`config.mk`:
```
export PLATFORM = sky130hd
export DESIGN_NAME = fifo_4xnb_ctrl
export DESIGN_NICKNAME = d
export VERILOG_FILES = /design/src/rtl/fifo_4xnb_ctrl_pkg.sv /design/src/rtl/fifo_4xnb_ctrl_regfile.sv /design/src/rtl/fifo_4xnb_ctrl.sv
export SDC_FILE = /design/constraint.sdc
export NUM_CORES = 1
export LEC_CHECK = 0
export ABC_CLOCK_PERIOD_IN_PS = 2000
export BUFFER_PORTS_ARGS = -buffer_cell sky130_fd_sc_hd__buf_4
export CORE_MARGIN = 2
export CORE_UTILIZATION = 52
export CTS_BUF_LIST = sky130_fd_sc_hd__clkbuf_4
export CTS_CLUSTER_DIAMETER = 30
export DETAILED_ROUTE_END_ITERATION = 7
export PLACE_DENSITY = 0.86
export SYNTH_ARGS = -nofsm -noshare
export SYNTH_HDL_FRONTEND = slang
export SYNTH_SLANG_ARGS = --single-unit
```
`constraint.sdc`:
```
create_clock -name clk -period 2 [get_ports clk]
set_clock_uncertainty 0.05 [all_clocks]
set_input_delay 0.6 -clock clk [delete_from_list [all_inputs] [get_ports clk]]
set_output_delay 0.6 -clock clk [all_outputs]
set_load 0.02 [all_outputs]
```
`src/rtl/fifo_4xnb_ctrl_pkg.sv`:
```
// Shared constants and occupancy decode for the 4-entry FIFO controller.
package fifo_4xnb_ctrl_pkg;

    localparam int DEPTH = 4;
    localparam int LVL_W = 3;
    localparam int PTR_W = 2;

    typedef enum logic [1:0] {
        OCC_EMPTY,
        OCC_PARTIAL,
        OCC_FULL
    } occ_e;

    function automatic occ_e occ_of(input logic [LVL_W-1:0] cnt);
        occ_e o;
        o = OCC_PARTIAL;
        if (cnt == '0)
            o = OCC_EMPTY;
        else if (cnt == LVL_W'(DEPTH))
            o = OCC_FULL;
        return o;
    endfunction

endpackage

```
`src/rtl/fifo_4xnb_ctrl_regfile.sv`:
```
// 4-entry register file: one synchronous write port, one combinational read port.
module regfile_4xnb_1clk #(
    parameter int AW = 2,
    parameter int DW = 8
) (
    input  logic          clk,
    input  logic          wen_i,
    input  logic [AW-1:0] waddr_i,
    input  logic [DW-1:0] wdata_i,
    input  logic [AW-1:0] raddr_i,
    output logic [DW-1:0] rdata_o
);

    logic [DW-1:0] mem [2**AW];

    // Storage is deliberately not reset.
    always_ff @(posedge clk) begin
        if (wen_i)
            mem[waddr_i] <= wdata_i;
    end

    assign rdata_o = mem[raddr_i];

endmodule

```
`src/rtl/fifo_4xnb_ctrl.sv`:
```
// 4-deep FIFO controller: pointers, occupancy count and valid/ready handshakes
// around a 4-entry register file.
module fifo_4xnb_ctrl
    import fifo_4xnb_ctrl_pkg::*;
#(
    parameter int DW = 8,
    parameter int AW = 2
) (
    input  logic             clk,
    input  logic             rst_i,
    input  logic             flush_i,
    input  logic             push_valid_i,
    output logic             push_ready_o,
    input  logic [DW-1:0]    push_data_i,
    output logic             pop_valid_o,
    input  logic             pop_ready_i,
    output logic [DW-1:0]    pop_data_o,
    output logic [LVL_W-1:0] level_o
);

    logic [AW-1:0]    wptr_q;
    logic [AW-1:0]    rptr_q;
    logic [LVL_W-1:0] count_q;
    logic [LVL_W-1:0] count_d;
    logic             push;
    logic             pop;
    occ_e             occ;

    // Handshake outputs depend only on the registered count.
    assign occ          = occ_of(count_q);
    assign push_ready_o = (occ != OCC_FULL);
    assign pop_valid_o  = (occ != OCC_EMPTY);
    assign level_o      = count_q;

    assign push = push_valid_i & push_ready_o;
    assign pop  = pop_valid_o & pop_ready_i;

    always_comb begin
        count_d = count_q;
        unique case ({push, pop})
            2'b10:   count_d = count_q + 1'b1;
            2'b01:   count_d = count_q - 1'b1;
            default: count_d = count_q;
        endcase
    end

    always_ff @(posedge clk or posedge rst_i) begin
        if (rst_i) begin
            wptr_q  <= '0;
            rptr_q  <= '0;
            count_q <= '0;
        end else if (flush_i) begin
            wptr_q  <= '0;
            rptr_q  <= '0;
            count_q <= '0;
        end else begin
            if (push)
                wptr_q <= wptr_q + 1'b1;
            if (pop)
                rptr_q <= rptr_q + 1'b1;
            count_q <= count_d;
        end
    end

    regfile_4xnb_1clk #(
        .AW(AW),
        .DW(DW)
    ) u_mem (
        .clk     (clk),
        .wen_i   (push & ~flush_i),
        .waddr_i (wptr_q),
        .wdata_i (push_data_i),
        .raddr_i (rptr_q),
        .rdata_o (pop_data_o)
    );

    // A stalled producer may withdraw, but must not change data while still offering.
    a_push_data_stable: assert property (
        @(posedge clk) disable iff (rst_i)
        (push_valid_i && !push_ready_o) |=> (!push_valid_i || $stable(push_data_i))
    );

endmodule

```
### Yosys cells after proc, flatten, opt, wreduce, memory -nomap -nowiden

Memories as Yosys holds them, arrays and structs flattened.
Index checks and enable logic that the tools add are counted.

* flip-flop bits (word level): 7
* RAM bits: 32
* word-level logic and storage cells: 31
* memories: 1

Memories
* u_mem.mem: words 4, bits a word 8, rd ports 1, clocked after memory_dff 0, wr ports 1, line fifo_4xnb_ctrl_regfile.sv:14 `logic [DW-1:0] mem [2**AW];`

* add/subtract/negate cells: 4
* equality and inequality tests: 4
* mux-type cells: 10
* bitwise gates (word level): 4
* reduce and logical (&&, ||, !) cells: 5

Operators by type and width (number)
* 2-bit two-way mux: 6
* 3-bit one-hot mux with 2 select lines: 1
* 2-bit nonzero test: 3
* 2-bit by 1-bit adder with 2-bit output (second input constant): 2
* 3-bit by 1-bit adder with 3-bit output (second input constant): 1
* 1-bit bitwise AND: 3
* 3-bit == test (second input constant): 1
* 3-bit logical NOT: 1
* 3-bit two-way mux: 1
* 3-bit nonzero test: 1
* 3-bit by 1-bit subtractor with 3-bit output (second input constant): 1
* 2-bit by 1-bit == test with 1-bit output (second input constant): 1
* 2-bit == test (second input constant): 1
* 1-bit two-way mux: 2
* 2-bit != test (second input constant): 1
* 1-bit inverter: 1

### Logic depth before layout (Yosys ltp)

Gate-level depths: netlist (run 1).

* depth in word-level cells: 8
* mapped depth: 7

### Hierarchy

From an unflattened synthesis (run 1), not the netlist that was laid out.

* cells, all modules: 102
* area, all modules: 1721.7 um2

By module, submodules not included
* regfile_4xnb_1clk: instances 1, cells each 46, area each 1188.6 um2, seq. area each 960.9 um2
* fifo_4xnb_ctrl: instances 1, cells each 56, area each 533.0 um2, seq. area each 175.2 um2

### Worst setup path before layout (run 1)

No wires, ideal clock.

* path kind: register to register
* start: reg count_q[1] (netlist: level_o[1])
* end: reg count_q[2] (netlist: level_o[2])
* library setup time: 0.082 ns
* arrival time: 2.087 ns
* data required time: 1.868 ns
* slack: -0.219 ns
* stages on the path, launching flop included: 7
* period minus slack after synthesis: 2.219 ns
* cells stage by stage: dfrtp_1 -> buf_2 -> o31ai_1 -> nor2_1 -> fa_1 -> or4_1 -> a31oi_1

* longest elaborated chain between the ends: 8

Ends and longest elaborated chain
* from (decl): line fifo_4xnb_ctrl.sv:23 `logic [LVL_W-1:0] count_q;`
* from (signal assigned): line fifo_4xnb_ctrl.sv:61 `count_q <= count_d;`
* 3-bit == test: line fifo_4xnb_ctrl_pkg.sv:19 `else if (cnt == LVL_W'(DEPTH))`
* 2-bit two-way mux: line fifo_4xnb_ctrl_pkg.sv:19
* 2-bit two-way mux: line fifo_4xnb_ctrl_pkg.sv:17 `if (cnt == '0)`
* 2-bit != test / 2-bit nonzero test (equally long branches): line fifo_4xnb_ctrl.sv:31, fifo_4xnb_ctrl.sv:32
* 1-bit bitwise AND (on tied branches): line fifo_4xnb_ctrl.sv:35, fifo_4xnb_ctrl.sv:36
* 2-bit by 1-bit == test with 1-bit output / 2-bit == test (equally long branches): line fifo_4xnb_ctrl.sv:40 `unique case ({push, pop})`
* 3-bit one-hot mux with 2 select lines: line fifo_4xnb_ctrl.sv:40
* 3-bit two-way mux: line fifo_4xnb_ctrl.sv:52 `end else if (flush_i) begin`

Parallel ways exist; a longest one is shown, timed or not.
A chain may end at the register's enable or synchronous reset.

### Final worst setup path (run 1)

* start: reg rptr_q[0]
* end: out pop_data_o[7]

* longest elaborated chain between the ends: 1

Ends and longest elaborated chain
* from (decl): line fifo_4xnb_ctrl.sv:22 `logic [AW-1:0] rptr_q;`
* from (signal assigned): line fifo_4xnb_ctrl.sv:60 `rptr_q <= rptr_q + 1'b1;`
* memory 4 x 8 bit
* to (decl): line fifo_4xnb_ctrl.sv:17 `output logic [DW-1:0] pop_data_o,`

Every way passes these cells.

==> results of run 1 <==
[synthesized netlist by cell type (2+ instances only)]
cell type,n
buf_2,5
and2_1,4
a21oi_1,3
o21ai_0,2
edfxtp_1,32
ha_1,4
inv_1,6
nor2_1,5
nand2b_1,4
nand3_1,3
mux4_2,8
xor2_1,3
dfrtp_1,7
[through the flow]
stage / TNS, ps / total power [mW] / setup WS, ps / utilization [%]
global route: -2753 / 1.990 / -305.0 / 74.68
detailed placement: -89.00 / 1.404 / -61.82 / 66.73
CTS: -2075 / 1.867 / -267.0 / 73.27
global placement: 0 / 1.384 / 12.67 / 66.73
finish: -2059 / 1.912 / -253.0 / 74.68
floorplan: -11.46 / 1.242 / -11.46 / -
[final timing paths]
check | startpoint | endpoint | slack, ps | cells past startpoint
setup / recovery | rptr_q[0] | pop_data_o[7] | -250 | 3
hold / removal | rst_i | wptr_q[0] | 130 | 2
setup reg to reg | level_o[2] | level_o[1] | -50 | 6
hold reg to reg | wptr_q[1] | wptr_q[1] | 560 | 2
max in group asynchronous | rst_i | level_o[1] | 1520 | 2
min in group clk | push_data_i[1] | u_mem.mem[1][1] | 400 | 1
[flip-flops by register name (all words and copies together), names as in the netlist]
| name | cells |
|---|---|
| u_mem.mem | 32 |
| rptr_q | 2 |
| wptr_q | 2 |
| level_o | 3 |
[what timing repair did]
item,in CTS,in global routing
setup buffers,13,3
setup endpoints to repair,11,12
resized for setup,14,7
pin swaps,4,3
[layout make-up]
cell class / instances / area [um2]
clock buffer: 5 / 37.54
clock inverter: 3 / 15.01
fill: 185 / 785.8
inverter: 6 / 22.52
multi-input combinational: 57 / 573.1
sequential: 39 / 1140
tap: 44 / 55.05
timing repair buffer: 55 / 474.2
[kinds of logic after synthesis]
kind of cell               count (synthesis)  synth area share (%)
AOI/OAI and AO/OA                         17                 6.943
xor gates and xnor gates                   3                 1.519
adders and majority gates                  5                 4.049
buffers and inverters                     13                 3.615
DFF                                       39                 65.65
muxes                                      8                 10.41
and+or+nand+nor                           24                 7.809
[worst register-to-register path: stages (launching register included)]
cell and delay (ps):
dfrtp_2 430, buf_6 130, o31ai_4 200, nor2_2 80, fa_2 540, o311ai_1 120, a2111oi_2 380
[where the power goes]
part / internal [mW] / switching (mW)
combinational: 0.310 / 0.267
clock: 0.129 / 0.250
sequential: 0.919 / 0.0369
total: 1.36 / 0.554
[routing by layer]
| metal | wire length (um) | global-route usage, % | vias to the layer above |
|---|---|---|---|
| li1 | - | - | 529 |
| met1 | 1384 | 26.48 | 603 |
| met2 | 2067 | 38.05 | 55 |
| met3 | 275 | 7.143 | 14 |
| met4 | 102 | 7.903 | 0 |
| met5 | 0 | 0 | - |
==> flow_summary.yaml, run 1 <==
outcome:
  violations: "setup timing"
  outcome: "finished with violations"
placed_design:
  port_buffers: 25
  place_inst: 185
  hpwl_um: 2391
  placed_cell_area_mm2: 0.002071
  place_congestion: 0.7465
clock_network:
  cts_made_buffers: 5
  cts_hold_buf: 0
  numClockSinks: 39
  cts_tree: "built"
  clk_path_buf_depth: 2
  root_buffer: "clkbuf_4"
  h-tree-depth: 2
  clock_latency_ps: 350
  clk_pin_slew_ps: 120
grt:
  track_usage_pct: 22.27
  grt_overflow: 0
  grt_max_degree: 13
  grt_pass1_wl_um: 5706
  antenna_found_initial: 0
  grt_pass1_vias: 1171
die:
  dieArea_mm2: 0.003805
  dieHeight_um: 61.69
  die_x_um: 61.69
  placementRows: 20
  fp.coreArea_mm2: 0.003103
  io_pins: 26
  initial_core_util_pct: 55.77
synth:
  yosys_warnings: 0
  yosysTopAreaCell: "edfxtp_1"
  synthCells: 109
  synth_flop_cell: "edfxtp_1"
  yosys-top-cells-area: "edfxtp_1 (56%), mux4_2 (10%), dfrtp_1 (10%)"
  syn_nets: 127
  syn_area_per_cell_um2: 15.88
  ys_seq_elements: 39
  synthDistinctLibCells: 36
  synth_edf_count: 32
  synth_area_mm2: 0.001730
  seq_area_frac_synth_pct: 65.65
  async_reset_ff_share_pct: 17.95
  yosysTopAreaCellShare_pct: 55.53
layout:
  layout_commonest_cell: "buf_4"
  syn_to_final_growth_pct: 33.91
  diodes: 0
  final_cell_mix: "buf_4 (39), edfxtp_1 (32), buf_6 (14)"
  fin_area_mm2: 0.002317
  finalNonFillerCells: 209
  nNetsFinal: 182
  drive_above_1_share_pct: 47.88
routing:
  drt_pass1_iterations: 5
  routed_wirelength_um: 3829
  viasPerCell: 5.746
  vias: 1201
  wl_per_cell_um: 18.32
  first_iter_violations: 65
  remaining_drc_errors: 0
  ant_nets: 0
power_and_ir_drop:
  p_per_area_mw_per_mm2: 825.1
  ir_drop_v: 0.0004032
  p_leak_nw: 0.8850
worst_hold_path:
  hold_class: "primary input to asynchronous set/reset pin"
setup_path:
  critPathBufInv: 2
  critical_path.max_fanout: 8
  startpoint_type: "flip-flop"
  crit_path_end_kind: "output pin"
  critPathMaxStageDelay_ps: 530
  worstPathRequired_ps: 1350
  critPathSlowestCell: "mux4_2"
  path_delay_family: "multiplexers"
  crit_arrival_ps: 1600
  critPathKind: "flip-flop to output pin"
  crit_chain: "buf_12 -> mux4_2 -> buf_6"
sta:
  fmax_ghz: 0.4439
  hold_violations: 0
  rsz0062_at_grt: "true"
  finalCriticalPeriod_ps: 2253
  period_share_pct: 112.6
  whs_ps: 130.4
  drv_slew: 0
  worst_slew_pin_slew_ps: 410.1
  setup_viol: 11
  maxSlewHeadroom_pct: 72.31
  timing.final.ws_setup_ps: -253.0
flow_run:
  maxCapViolations: 0
(Power assumes the default switching activity.)
==> run 2, diff against run 1 <==
--- a/config.mk
+++ b/config.mk
@@ -13,6 +13,7 @@
 export CTS_CLUSTER_DIAMETER = 30
 export DETAILED_ROUTE_END_ITERATION = 7
 export PLACE_DENSITY = 0.86
+export SETUP_SLACK_MARGIN = 0.05
 export SYNTH_ARGS = -nofsm -noshare
 export SYNTH_HDL_FRONTEND = slang
 export SYNTH_SLANG_ARGS = --single-unit
==> run 2 against run 1 <==
Effect of this change:
- hold slack worse by 2.2 ps
- largest power group unchanged
- count of clock-buffer cells in the layout stayed put
- die area did not move
- the flow still finishes with violations (setup timing)
- critical path type unchanged
- via count decreased by 1.1%
- sequential power shrank 0.5%
- first-iteration DRC count rose by 23%
- highest routed layer unchanged
==> flow_summary.yaml, run 2 (synthesis results as in run 1) <==
grt:
  track_usage_pct: 23.62
  grt_pass1_wl_um: 5954
  grt_pass1_vias: 1230
  grt_max_degree: 13
  antenna_found_initial: 0
  grt_overflow: 0
sta:
  setup_tns_ps: -2196
  finalCriticalPeriod_ps: 2247
  hold_violations: 0
  whs_ps: 128.2
  fmax_ghz: 0.4450
  maxSlewHeadroom_pct: 69.16
  worst_slew_pin_slew_ps: 459.8
  rsz0062_at_grt: "true"
  drv_slew: 0
  timing.final.ws_setup_ps: -247.2
  period_share_pct: 112.4
  setup_viol: 12
routing:
  routed_wirelength_um: 3990
  viasPerCell: 5.577
  ant_nets: 0
  first_iter_violations: 80
  remaining_drc_errors: 0
  vias: 1188
  drt_pass1_iterations: 4
  wl_per_cell_um: 18.73
die:
  placementRows: 20
  die_x_um: 61.69
  io_pins: 26
  fp.coreArea_mm2: 0.003103
  initial_core_util_pct: 55.77
  dieArea_mm2: 0.003805
  dieHeight_um: 61.69
layout:
  multi_input_area_um2: 578.1
  final_cell_mix: "buf_4 (42), edfxtp_1 (32), buf_6 (14)"
  seq_area_mm2: 0.001140
  drive_above_1_share_pct: 49.11
  fin_area_mm2: 0.002355
  max_flop_register: "u_mem.mem"
  fin_util_pct: 75.89
  syn_to_final_growth_pct: 36.08
  largest_reg_flops: 32
  diodes: 0
  nNetsFinal: 186
  finalNonFillerCells: 213
  num-fill-cells: 187
  layout_commonest_cell: "buf_4"
outcome:
  outcome: "finished with violations"
  violations: "setup timing"
worst_hold_path:
  hold_class: "primary input to asynchronous set/reset pin"
flow_run:
  maxCapViolations: 0
setup_path:
  critical_path.max_fanout: 8
  startpoint_type: "flip-flop"
  critPathKind: "flip-flop to output pin"
  crit_path_start: "rptr_q[0]"
  worstPathRequired_ps: 1350
  critPathBufInv: 2
  critPathSlowestCell: "mux4_2"
  rr_startpoint: "level_o[2]"
  crit_chain: "buf_12 -> mux4_2 -> buf_6"
  critPathMaxStageDelay_ps: 530
  crit_arrival_ps: 1600
  path_delay_family: "multiplexers"
  crit_path_end_kind: "output pin"
placed_design:
  dp_slack_ps: -61.82
  placed_cell_area_mm2: 0.002071
  port_buffers: 25
  hpwl_um: 2391
  place_inst: 185
  place_congestion: 0.7465
power_and_ir_drop:
  p_leak_nw: 0.9070
  finalPower_mw: 1.935
  ir_drop_v: 0.0005175
  p_per_area_mw_per_mm2: 821.8
clock_network:
  root_buffer: "clkbuf_4"
  clk_pin_slew_ps: 110
  cts_tree: "built"
  numClockSinks: 39
  clk_path_buf_depth: 2
  cts_made_buffers: 5
  cts_hold_buf: 0
  h-tree-depth: 2
  clock_latency_ps: 350
==> run 2: changes by cell type in the layout (fill, tap and decap cells not counted), sizes merged <==
cell	previous run	this run
buf	55	58
clkdlybuf4s15	0	1
==> run 2: metal layers <==
| layer | track usage, % | up-vias | routed length (um) |
|---|---|---|---|
| met5 | 0 | - | 0 |
| met4 | 10.94 | 0 | 133 |
| met3 | 9.034 | 15 | 230 |
| met2 | 39.25 | 50 | 2117 |
| met1 | 26.97 | 588 | 1509 |
| li1 | - | 535 | - |
==> run 2: final timing paths <==
kind / endpoint / slack, ps / cells after the start
worst max-delay path: pop_data_o[7] / -250 / 3
worst min-delay path: wptr_q[0] / 130 / 2
worst max register to register: level_o[1] / -190 / 6
worst min register to register: wptr_q[1] / 560 / 2
max in group asynchronous: level_o[1] / 1530 / 2
min in group clk: u_mem.mem[1][1] / 400 / 1
==> run 2: area by class of cell <==
class,instances,area share (%)
Sequential cell,39,48.41
Multi-Input combinational cell,57,24.55
Timing Repair Buffer,59,21.52
Tap cell,44,2.338
Clock buffer,5,1.594
Inverter,6,0.9564
Clock inverter,3,0.6376
==> run 2: where the power goes <==
part           total (mW)  internal (mW)  switching [mW]  leakage, nW
registers           0.951          0.919          0.0320        0.380
logic               0.607          0.323           0.284        0.501
clock network       0.377          0.129           0.249       0.0263
total                1.94           1.37           0.565        0.907
==> run 2: what timing repair did <==
action / in CTS / in global routing
endpoints found under the setup margin: 12 / 44
cloned: 0 / 0
gates resized for setup: 19 / 6
pin swaps: 3 / 4
setup buffers: 16 / 5
==> run 2: worst register-to-register path, stage by stage (launching register included) <==
cell and delay (ps):
dfrtp_2 430, buf_6 130, o31ai_4 290, nor2_2 80
fa_2 570, o311ai_1 130, a2111oi_2 400
==> run 3, diff against run 2 <==
--- a/config.mk
+++ b/config.mk
@@ -7,8 +7,10 @@
 export LEC_CHECK = 0
 export ABC_CLOCK_PERIOD_IN_PS = 2000
 export BUFFER_PORTS_ARGS = -buffer_cell sky130_fd_sc_hd__buf_4
+export CELL_PAD_IN_SITES_DETAIL_PLACEMENT = 1
+export CELL_PAD_IN_SITES_GLOBAL_PLACEMENT = 1
 export CORE_MARGIN = 2
-export CORE_UTILIZATION = 52
+export CORE_UTILIZATION = 44
 export CTS_BUF_LIST = sky130_fd_sc_hd__clkbuf_4
 export CTS_CLUSTER_DIAMETER = 30
 export DETAILED_ROUTE_END_ITERATION = 7
@@ -16,4 +18,5 @@
 export SETUP_SLACK_MARGIN = 0.05
 export SYNTH_ARGS = -nofsm -noshare
 export SYNTH_HDL_FRONTEND = slang
+export SYNTH_HIERARCHICAL = 1
 export SYNTH_SLANG_ARGS = --single-unit
==> run 3 against run 2 <==
Effect of this change:
- the run still ends with setup timing left
- combinational power grew 26%
- first-iteration DRC count down 40%
- design area down 0.32%
- via count fell by 6.4%
- count of clock-buffer cells in the layout is 2 higher
- non-clock buffer count down 8
- maximum frequency is 2.5% higher
- critical endpoint is now pop_data_o[0]
==> flow_summary.yaml, run 3 <==
layout:
  final_cell_mix: "edfxtp_1 (32), buf_4 (31), buf_6 (14)"
  layout_commonest_cell: "edfxtp_1"
  num-fill-cells: 356
  finalNonFillerCells: 201
  nNetsFinal: 166
  fin_area_mm2: 0.002347
  fin_util_pct: 63.17
  largest_reg_flops: 32
  drive_above_1_share_pct: 54.25
  syn_to_final_growth_pct: 36.34
  diodes: 0
  max_flop_register: "u_mem/mem"
placed_design:
  port_buffers: 25
  hpwl_um: 2387
  place_congestion: 0.7596
  placed_cell_area_mm2: 0.002057
  dp_slack_ps: -8.825
  place_inst: 177
synth:
  async_reset_ff_share_pct: 17.95
  synthDistinctLibCells: 40
  ys_seq_elements: 39
  synth_fa_ha_area_share_pct: 1.163
  yosysTopAreaCellShare_pct: 55.81
  ys_top_cells_by_count: "edfxtp_1 (32), mux4_2 (8), dfrtp_1 (7)"
  syn_nets: 116
  synth_mux_area_share_pct: 11.77
  synth_edf_count: 32
  synth_area_mm2: 0.001722
  syn_area_per_cell_um2: 16.88
  synth_flop_cell: "edfxtp_1"
  yosysTopAreaCell: "edfxtp_1"
  synth_xor_area_share_pct: 1.526
  yosys-top-cells-area: "edfxtp_1 (56%), mux4_2 (10%), dfrtp_1 (10%)"
  synthMostInstantiatedCell: "edfxtp_1"
  yosys_warnings: 6
  synth_compound_area_share_pct: 6.613
  synthSimpleGateAreaFrac_pct: 8.648
  synthCells: 102
  seq_area_frac_synth_pct: 65.99
  synth_top_family_by_area: "multiplexers"
routing:
  ant_nets: 0
  remaining_drc_errors: 0
  wl_per_cell_um: 20.10
  vias: 1112
  viasPerCell: 5.532
  routed_wirelength_um: 4040
  first_iter_violations: 48
  drt_pass1_iterations: 4
flow_run:
  maxCapViolations: 0
die:
  dieHeight_um: 66.55
  die_x_um: 66.55
  fp.coreArea_mm2: 0.003716
  placementRows: 22
  initial_core_util_pct: 46.33
  dieArea_mm2: 0.004429
  io_pins: 26
grt:
  antenna_found_initial: 0
  track_usage_pct: 19.87
  grt_max_degree: 13
  grt_overflow: 0
  grt_pass1_wl_um: 6058
  grt_pass1_vias: 1150
clock_network:
  clock_latency_ps: 330
  h-tree-depth: 2
  numClockSinks: 39
  cts_made_buffers: 5
  clk_pin_slew_ps: 120
  clk_path_buf_depth: 2
  cts_tree: "built"
  root_buffer: "clkbuf_4"
sta:
  rsz0062_at_grt: "true"
  timing.final.ws_setup_ps: -192.0
  drv_slew: 0
  setup_viol: 10
  worst_slew_pin_slew_ps: 427.0
  setup_tns_ps: -1549
  hold_violations: 0
  finalCriticalPeriod_ps: 2192
  maxSlewHeadroom_pct: 71.53
  period_share_pct: 109.6
  fmax_ghz: 0.4562
power_and_ir_drop:
  combPwrFrac_pct: 35.8
  swShare_pct: 29.70
  p_leak_nw: 0.8866
  clkPwrFrac_pct: 19.0
  p_per_area_mw_per_mm2: 911.9
  power_frac_seq_pct: 45.2
  power.internal_mw: 1.505
  ir_drop_v: 0.0004274
  power_switching_mw: 0.6356
setup_path:
  startpoint_type: "flip-flop"
  crit_arrival_ps: 1540
  crit_path_end_kind: "output pin"
  critical_path.max_fanout: 9
  worstPathRequired_ps: 1350
  rrSetupSlack_ps: 0
  critPathKind: "flip-flop to output pin"
worst_hold_path:
  hold_class: "primary input to asynchronous set/reset pin"
outcome:
  violations: "setup timing"
  outcome: "finished with violations"
run 3: changes by cell type in the layout (fill, tap and decap cells not counted), sizes merged, moves of 3 or more:
cell / previous run / this run
ha: 4 / 0
inv: 6 / 3
and2: 4 / 0
buf: 58 / 51
nor2b: 0 / 3
run 3: path summary, 6_finish.rpt:
| kind | end | startpoint | cells after the start |
|---|---|---|---|
| worst max-delay path | pop_data_o[0] | rptr_q[0] | 3 |
| worst min-delay path | level_o[1] | rst_i | 2 |
| worst max register to register | level_o[2] | level_o[0] | 7 |
| worst min register to register | wptr_q[0] | wptr_q[0] | 2 |
| max in group asynchronous | level_o[0] | rst_i | 2 |
| min in group clk | u_mem/mem[1][7] | push_data_i[7] | 1 |
run 3: final cells by class:
class / instances / area (um2) / area share [%]
sequential: 39 / 1140 / 48.56
tap: 48 / 60.06 / 2.559
inverter: 3 / 11.26 / 0.4797
multi-input combinational: 52 / 583.1 / 24.84
timing repair buffer: 51 / 495.5 / 21.11
clock inverter: 1 / 5.005 / 0.2132
clock buffer: 7 / 52.55 / 2.239
run 3: per-layer routing:
metal	global-route usage, %	share of wire (%)	up-vias
met3	3.209	3.0	6
met5	0	0	-
met1	23.24	41	577
li1	-	-	501
met4	11.48	2.0	0
met2	34.38	54	28
run 3: power by group through the flow:
| stage | Combinational [mW] | Sequential (mW) | Clock [mW] |
|---|---|---|---|
| 5_1_grt | 0.809 | 0.973 | 0.453 |
| 6_report | 0.766 | 0.967 | 0.407 |
| 3_3_place_gp | 0.517 | 0.990 | 0 |
| 2_1_floorplan | 0.360 | 0.984 | 0 |
| 4_1_cts | 0.676 | 0.966 | 0.415 |
| 3_5_place_dp | 0.536 | 0.995 | 0 |
run 3: metrics by stage:
stage / power, mW / hold WS (ps)
4_1_cts: 2.057 / 160.5
5_1_grt: 2.235 / 150.8
3_3_place_gp: 1.507 / 522.6
3_5_place_dp: 1.531 / 530.0
6_report: 2.140 / 157.6
2_1_floorplan: 1.343 / 353.2
run 3: logic make-up (layout without fill, tap and decap cells):
family / after synthesis / count (layout)
compound gates: 15 / 15
xor+xnor: 3 / 3
fa+ha+maj: 1 / 1
buf+inv: 11 / 62
flops: 39 / 39
mux: 10 / 10
simple gates: 23 / 23
run 3: repair_timing:
| item | CTS | global route |
|---|---|---|
| endpoints found under the setup margin | 11 | 13 |
| cloned | 0 | 1 |
| gates resized for setup | 15 | 8 |
| hold buffers | 0 | 0 |
| buffers inserted | 10 | 5 |
| endpoints found under the hold margin | 0 | 0 |
| pin swaps | 3 | 2 |
run 3: critical path: stages (launching register included):
cell and delay, ps:
dfrtp_1 390, buf_12 150, mux4_2 520, buf_6 150
